### src/rtl/gcd_ctrl_pkg.sv
`default_nettype none
// ============================================================================
// Module   : gcd_ctrl_pkg
// Purpose  : Shared definitions for the GCD single-bus sequencing controller:
//            controller state encoding, ALU function codes and the default
//            width of the subtraction-iteration counter.
// Ports    : none (package)
// Revision : 1.0  initial release
// ============================================================================
package gcd_ctrl_pkg;

  // Default iteration-counter width; watchdog trips at 2^W-1 subtractions.
  localparam int ITER_W_DEFAULT = 8;

  // ALU function codes understood by the datapath.
  localparam logic [2:0] F_NOP   = 3'd0;
  localparam logic [2:0] F_PASSA = 3'd2;
  localparam logic [2:0] F_SUBAB = 3'd4;
  localparam logic [2:0] F_SUBBA = 3'd5;

  typedef enum logic [3:0] {
    IDLE   = 4'd0,
    WAIT_A = 4'd1,
    LD_A   = 4'd2,
    WAIT_B = 4'd3,
    LD_B   = 4'd4,
    CMP    = 4'd5,
    SUB_A  = 4'd6,
    SUB_B  = 4'd7,
    FIN    = 4'd8,
    DONE   = 4'd9,
    ERR    = 4'd10
  } state_t;

endpackage : gcd_ctrl_pkg
`default_nettype wire

### src/rtl/go_sync_edge.sv
`default_nettype none
// ============================================================================
// Module   : go_sync_edge
// Purpose  : Brings an asynchronous push-button into the clk domain through a
//            two-flop synchronizer and turns each rising edge into a single
//            one-cycle pulse, however long the button is held.
// Ports    : clk      - system clock, rising edge
//            rst_n    - asynchronous active-low reset
//            async_in - raw button level, asynchronous to clk
//            pulse    - one-cycle pulse per synchronized rising edge
// Revision : 1.0  initial release
// ============================================================================
module go_sync_edge (
  input  logic clk,
  input  logic rst_n,
  input  logic async_in,
  output logic pulse
);

  logic r_sync1;
  logic r_sync2;
  logic r_prev;

  always_ff @(posedge clk or negedge rst_n) begin
    if (!rst_n) begin
      r_sync1 <= 1'b0;
      r_sync2 <= 1'b0;
      r_prev  <= 1'b0;
    end else begin
      r_sync1 <= async_in;
      r_sync2 <= r_sync1;
      r_prev  <= r_sync2;
    end
  end

  // Rising edge of the synchronized level only; r_sync1 may be metastable.
  assign pulse = r_sync2 & ~r_prev;

endmodule : go_sync_edge
`default_nettype wire

### src/rtl/gcd_bus_controller.sv
`default_nettype none
// ============================================================================
// Module   : gcd_bus_controller
// Purpose  : Sequencing controller for the single-bus GCD datapath. Captures
//            operands A and B from the switch bank (one go press each after
//            an initial go), then alternates compare and subtract steps until
//            A == B, loading the result into OUT. Terminates with err on a
//            zero operand or when the iteration watchdog expires.
// Ports    : clk, rst_n          - clock, async active-low reset
//            go                  - raw push button (asynchronous)
//            az, bz, zf, bf      - datapath status flags
//            f                   - ALU function code
//            tsw, talu           - bus drivers: switch bank, ALU
//            lda, ldb, ldout     - register load strobes
//            tout                - OUT drives the display
//            busy, done, err     - status
// Revision : 1.0  initial release
// ============================================================================
module gcd_bus_controller
  import gcd_ctrl_pkg::*;
#(
  parameter int ITER_W = ITER_W_DEFAULT
) (
  input  logic       clk,
  input  logic       rst_n,
  input  logic       go,
  input  logic       az,
  input  logic       bz,
  input  logic       zf,
  input  logic       bf,
  output logic [2:0] f,
  output logic       tsw,
  output logic       talu,
  output logic       lda,
  output logic       ldb,
  output logic       ldout,
  output logic       tout,
  output logic       busy,
  output logic       done,
  output logic       err
);

  localparam logic [ITER_W-1:0] c_iter_max = '1;

  state_t            r_state;
  state_t            w_next;
  logic [ITER_W-1:0] r_iter;
  logic              w_go_p;

  go_sync_edge u_go_sync_edge (
    .clk      (clk),
    .rst_n    (rst_n),
    .async_in (go),
    .pulse    (w_go_p)
  );

  always_ff @(posedge clk or negedge rst_n) begin
    if (!rst_n) begin
      r_state <= IDLE;
    end else begin
      r_state <= w_next;
    end
  end

  // The CMP check keeps the counter from ever reaching a subtraction at
  // c_iter_max; the guard below only makes the no-wrap property local.
  always_ff @(posedge clk or negedge rst_n) begin
    if (!rst_n) begin
      r_iter <= '0;
    end else if (r_state == LD_B) begin
      r_iter <= '0;
    end else if ((r_state == SUB_A || r_state == SUB_B) && r_iter != c_iter_max) begin
      r_iter <= r_iter + 1'b1;
    end
  end

  always_comb begin
    w_next = r_state;
    unique case (r_state)
      IDLE:   if (w_go_p) w_next = WAIT_A;
      WAIT_A: if (w_go_p) w_next = LD_A;
      LD_A:   w_next = WAIT_B;
      WAIT_B: if (w_go_p) w_next = LD_B;
      LD_B:   w_next = CMP;
      CMP: begin
        if (az || bz)                w_next = ERR;
        else if (zf)                 w_next = FIN;
        else if (r_iter == c_iter_max) w_next = ERR;
        else if (bf)                 w_next = SUB_B;
        else                         w_next = SUB_A;
      end
      SUB_A:  w_next = CMP;
      SUB_B:  w_next = CMP;
      FIN:    w_next = DONE;
      DONE:   if (w_go_p) w_next = IDLE;
      ERR:    if (w_go_p) w_next = IDLE;
      default: w_next = IDLE;
    endcase
  end

  // Moore output decode; tsw and talu are never set in the same state.
  always_comb begin
    f     = F_NOP;
    tsw   = 1'b0;
    talu  = 1'b0;
    lda   = 1'b0;
    ldb   = 1'b0;
    ldout = 1'b0;
    tout  = 1'b0;
    busy  = 1'b0;
    done  = 1'b0;
    err   = 1'b0;
    unique case (r_state)
      WAIT_A: tsw = 1'b1;
      LD_A: begin
        tsw = 1'b1;
        lda = 1'b1;
      end
      WAIT_B: tsw = 1'b1;
      LD_B: begin
        tsw = 1'b1;
        ldb = 1'b1;
      end
      CMP: begin
        f    = F_SUBAB;
        busy = 1'b1;
      end
      SUB_A: begin
        f    = F_SUBAB;
        talu = 1'b1;
        lda  = 1'b1;
        busy = 1'b1;
      end
      SUB_B: begin
        f    = F_SUBBA;
        talu = 1'b1;
        ldb  = 1'b1;
        busy = 1'b1;
      end
      FIN: begin
        f     = F_PASSA;
        talu  = 1'b1;
        ldout = 1'b1;
        busy  = 1'b1;
      end
      DONE: begin
        done = 1'b1;
        tout = 1'b1;
      end
      ERR:    err = 1'b1;
      default: ;
    endcase
  end

endmodule : gcd_bus_controller
`default_nettype wire

### config.mk
export PLATFORM = sky130hd
export DESIGN_NAME = gcd_bus_controller
export DESIGN_NICKNAME = d
export VERILOG_FILES = /design/src/rtl/gcd_ctrl_pkg.sv /design/src/rtl/go_sync_edge.sv /design/src/rtl/gcd_bus_controller.sv
export SDC_FILE = /design/constraint.sdc
export NUM_CORES = 1
export LEC_CHECK = 0
export BUFFER_PORTS_ARGS = -buffer_cell sky130_fd_sc_hd__buf_2
export CORE_MARGIN = 2
export CORE_UTILIZATION = 55
export DETAILED_ROUTE_END_ITERATION = 16
export GPL_TIMING_DRIVEN = 0
export PLACE_DENSITY = 0.77
export SLEW_MARGIN = 20
export SYNTH_ARGS = -nofsm -noshare
export SYNTH_HDL_FRONTEND = slang
export SYNTH_SLANG_ARGS = --single-unit
### constraint.sdc
create_clock -name clk -period 4.1 [get_ports clk]
set_input_delay 0.41 -clock clk [delete_from_list [all_inputs] [get_ports clk]]
set_output_delay 0.41 -clock clk [all_outputs]
set_load 0.01 [all_outputs]
==> Implementation_results.wiki <==
{| class="wikitable"
! Metric !! Value
|-
| Instance count of the mapped netlist || 103
|-
| Number of synthesized flops with an enable pin || 0
|-
| Hold violation count in the final report || 0
|-
| Filler-free cell count of the finished design || 141
|-
| Cell Count Post-Placement || 137
|-
| Placeable core area || 1559 um2
|-
| Vias per inst || 5.901
|-
| Post-CTS setup buffer count || 0
|-
| Highest metal layer with signal wires || met4
|-
| Routed wire length on met3 || 77 um
|-
| Area share of the largest cell type after synthesis || 39.63%
|-
| Clock edge transition at the registers on the reported setup and hold paths || 100 ps
|-
| Synthesis warning total || 0
|-
| Vias in the first global route || 727
|-
| Total of max-cap violations || 0
|-
| Clock insertion delay at the later pin of the skew report || 290 ps
|-
| Cell area power density || 528.0 nW/um2
|-
| Cell row count || 14
|-
| Maximum root-to-sink buffer count || 2
|-
| Total of buffers placed on input and output ports || 18
|-
| Antenna diode count || 0
|-
| Count of cell types in the netlist || 43
|-
| Post-detailed-placement cell area || 1057 um2
|-
| Arrival time reported for the critical path endpoint || 1800 ps
|-
| Worst min-delay path class || in -> async
|-
| Summed area of non-filler cells in the final layout || 1084 um2
|-
| Global-route wire length before repair || 3284 um
|-
| Initial antenna violation count || 0
|-
| Area of the multi-input gates || 521.8 um2
|-
| Final cycle utilization of the critical path || 53.82%
|-
| Total power of the final layout || 0.5721 mW
|-
| # IOs || 19
|-
| Most frequent cell after synthesis || sky130_fd_sc_hd__nor2_1
|-
| Status || completed
|-
| Wire length on met2 || 938 um
|-
| Global route total overflow || 0
|-
| Post-synth ARST share || 100.0%
|-
| Sequential cell area fraction in the yosys report || 39.63%
|-
| Clock Root Buffer || sky130_fd_sc_hd__clkbuf_4
|-
| CTS buffer count || 3
|-
| RePlAce Congestion || 0.8725
|-
| Peak supply drop || 0.3119 mV
|-
| Critical Path Sink Type || primary output
|-
| Highest fanout seen on the critical path || 10
|-
| Die outline area || 2070 um2
|-
| TritonCTS clock tree || done
|-
| Net count of the finished layout || 134
|-
| Category of the most critical setup path || reg -> out
|-
| Setup repair after global routing missed its margin || no
|-
| Hold WS || 9.945 ps
|-
| Layout cells sized above 1 || 26.40%
|-
| Final-report max-slew violation count || 0
|-
| Flop and latch count out of synthesis || 15
|-
| Post-synthesis area per instance || 9.196 um2
|-
| # clock sinks || 15
|-
| Total Neg Setup Slack || 0 ps
|-
| Worst reg2reg endpoint || r_iter[5]$_DFFE_PN0P_
|-
| Initial core utilization || 60.75%
|-
| Maximum number of pins on one net before global-route repair || 16
|-
| Number of gates given a new drive strength after cts || 0
|-
| Area Growth Syn to Fin || 14.40%
|-
| Wl on met1 || 1019 um
|-
| Die X-Extent || 45.50 um
|-
| Post-detailed-route count of antenna-violating nets || 0
|-
| DRC || 0
|-
| Primary flip-flop cell chosen by synthesis mapping || sky130_fd_sc_hd__dfrtp_1
|-
| Most instantiated cells after synthesis || 17 x sky130_fd_sc_hd__nor2_1, 15 x sky130_fd_sc_hd__dfrtp_1, 7 x sky130_fd_sc_hd__nand2_1, 6 x sky130_fd_sc_hd__nand3_1
|-
| Total length of routed wires || 2063 um
|-
| CTS H-tree lvls || 1
|-
| Total nets after synthesis || 111
|-
| Final-report setup violation count || 0
|-
| Path depth of the worst reg2reg path || 5
|-
| Hold-fix buffer count after cts || 0
|-
| Global routing usage summed across all routing layers || 22.51%
|-
| HPWL after detailed placement || 1495 um
|-
| R2R setup slack || 2170 ps
|-
| Fill count || 120
|-
| Post-synth top area cell || sky130_fd_sc_hd__dfrtp_1
|-
| Combined area of all synthesized cells || 947.2 um2
|-
| Total area of sequential cells || 375.4 um2
|-
| DR pass1 iterations || 4
|-
| Violation count after the first detailed-route iteration || 31
|-
| Fin Clk Skew || 4.785 ps
|-
| Slew of the pin with the lowest slew margin || 614.0 ps
|-
| Max Fclk || 453.1 MHz
|-
| Die Y || 45.50 um
|-
| Headroom to the max-slew limit || 58.96%
|-
| Vias after detailed routing || 832
|-
| Static Leakage || 0.4958 nW
|-
| Final worst path period need || 2207 ps
|-
| Routed WL per cell || 14.63 um
|-
| Largest cells by area after synthesis || sky130_fd_sc_hd__dfrtp_1 40%, sky130_fd_sc_hd__nor2_1 6.7%, sky130_fd_sc_hd__nand3_1 3.2%
|-
| Worst Setup Start Kind || flop
|-
| Critical Path RT || 3690 ps
|-
| Launching point of the worst reg2reg path || r_iter[0]$_DFFE_PN0P_
|}
==> placed cells by master, fill, tap and decap left out, drive strengths merged, types with 2 or more instances in the layout <==
cell    count
and4        2
inv         3
nand2       8
a311oi      2
nor2       17
dfrtp      15
o32ai       2
nand3       6
clkbuf      6
a22o        2
buf        22
nand2b      4
nor2b       4
nor3        3
or4         2
a21oi       3
mux2        2
and3        2
==> cell type report <==
| cell class | count | area share (%) |
|---|---|---|
| multi-input cells | 79 | 48.15 |
| flip-flops and latches | 15 | 34.64 |
| repair buffers | 18 | 8.314 |
| plain buffers | 6 | 3.580 |
| clock buffers | 4 | 2.425 |
| well taps | 16 | 1.848 |
| inverters | 3 | 1.039 |
==> state kept, by name, indices dropped and copies added (netlist names) <==
signal	count
r_iter	8
r_state	4
u_go_sync_edge.r_prev	1
u_go_sync_edge.r_sync1	1
u_go_sync_edge.r_sync2	1
==> power by group <==
group	switching, mW	total (mW)	internal [mW]
Clock	0.0508	0.0886	0.0378
Combinational	0.169	0.278	0.109
Sequential	0.0296	0.205	0.176
==> how the worst max path moves through the flow <==
| stage | from | endpoint |
|---|---|---|
| finish | r_state[1]$_DFFE_PN0P_ | busy |
| global route | r_state[1]$_DFFE_PN0P_ | busy |
| CTS | r_state[1]$_DFFE_PN0P_ | busy |
| detailed placement | r_iter[0]$_DFFE_PN0P_ | r_iter[5]$_DFFE_PN0P_ |
| global placement | r_iter[0]$_DFFE_PN0P_ | r_iter[5]$_DFFE_PN0P_ |
| floorplan | r_iter[0]$_DFFE_PN0P_ | r_iter[5]$_DFFE_PN0P_ |
==> worst max-delay path, cell delays in order, from the launching register on <==
cell and delay [ps]:
sky130_fd_sc_hd__dfrtp_1 480, sky130_fd_sc_hd__clkbuf_1 260, sky130_fd_sc_hd__nor2_1 260, sky130_fd_sc_hd__nor2_1 90, sky130_fd_sc_hd__or2_2 270, sky130_fd_sc_hd__buf_2 140
==> stage by stage <==
step / setup slack, ps / utilization (%)
2_1_floorplan: 2298 / -
6_report: 1893 / 69.50
4_1_cts: 1911 / 69.50
5_1_grt: 1787 / 69.50
3_3_place_gp: 2220 / 67.82
3_5_place_dp: 2185 / 67.82
==> cell families (layout without fill, tap and decap cells) <==
group	count (synthesis)	in the layout	synth area share (%)
simple gates	53	53	29.72
compound gates	19	19	17.70
flops	15	15	39.63
buf+inv	9	31	5.283
mux	3	3	3.434
fa+ha+maj	2	2	2.378
xor+xnor	2	2	1.850
==> metal layers <==
metal  global-route usage (%)  vias up
met1                    31.36      384
li1                         -      419
met4                    11.76        0
met5                        0        -
met3                    3.968        4
met2                    32.96       25
(Power assumes the default switching activity.)
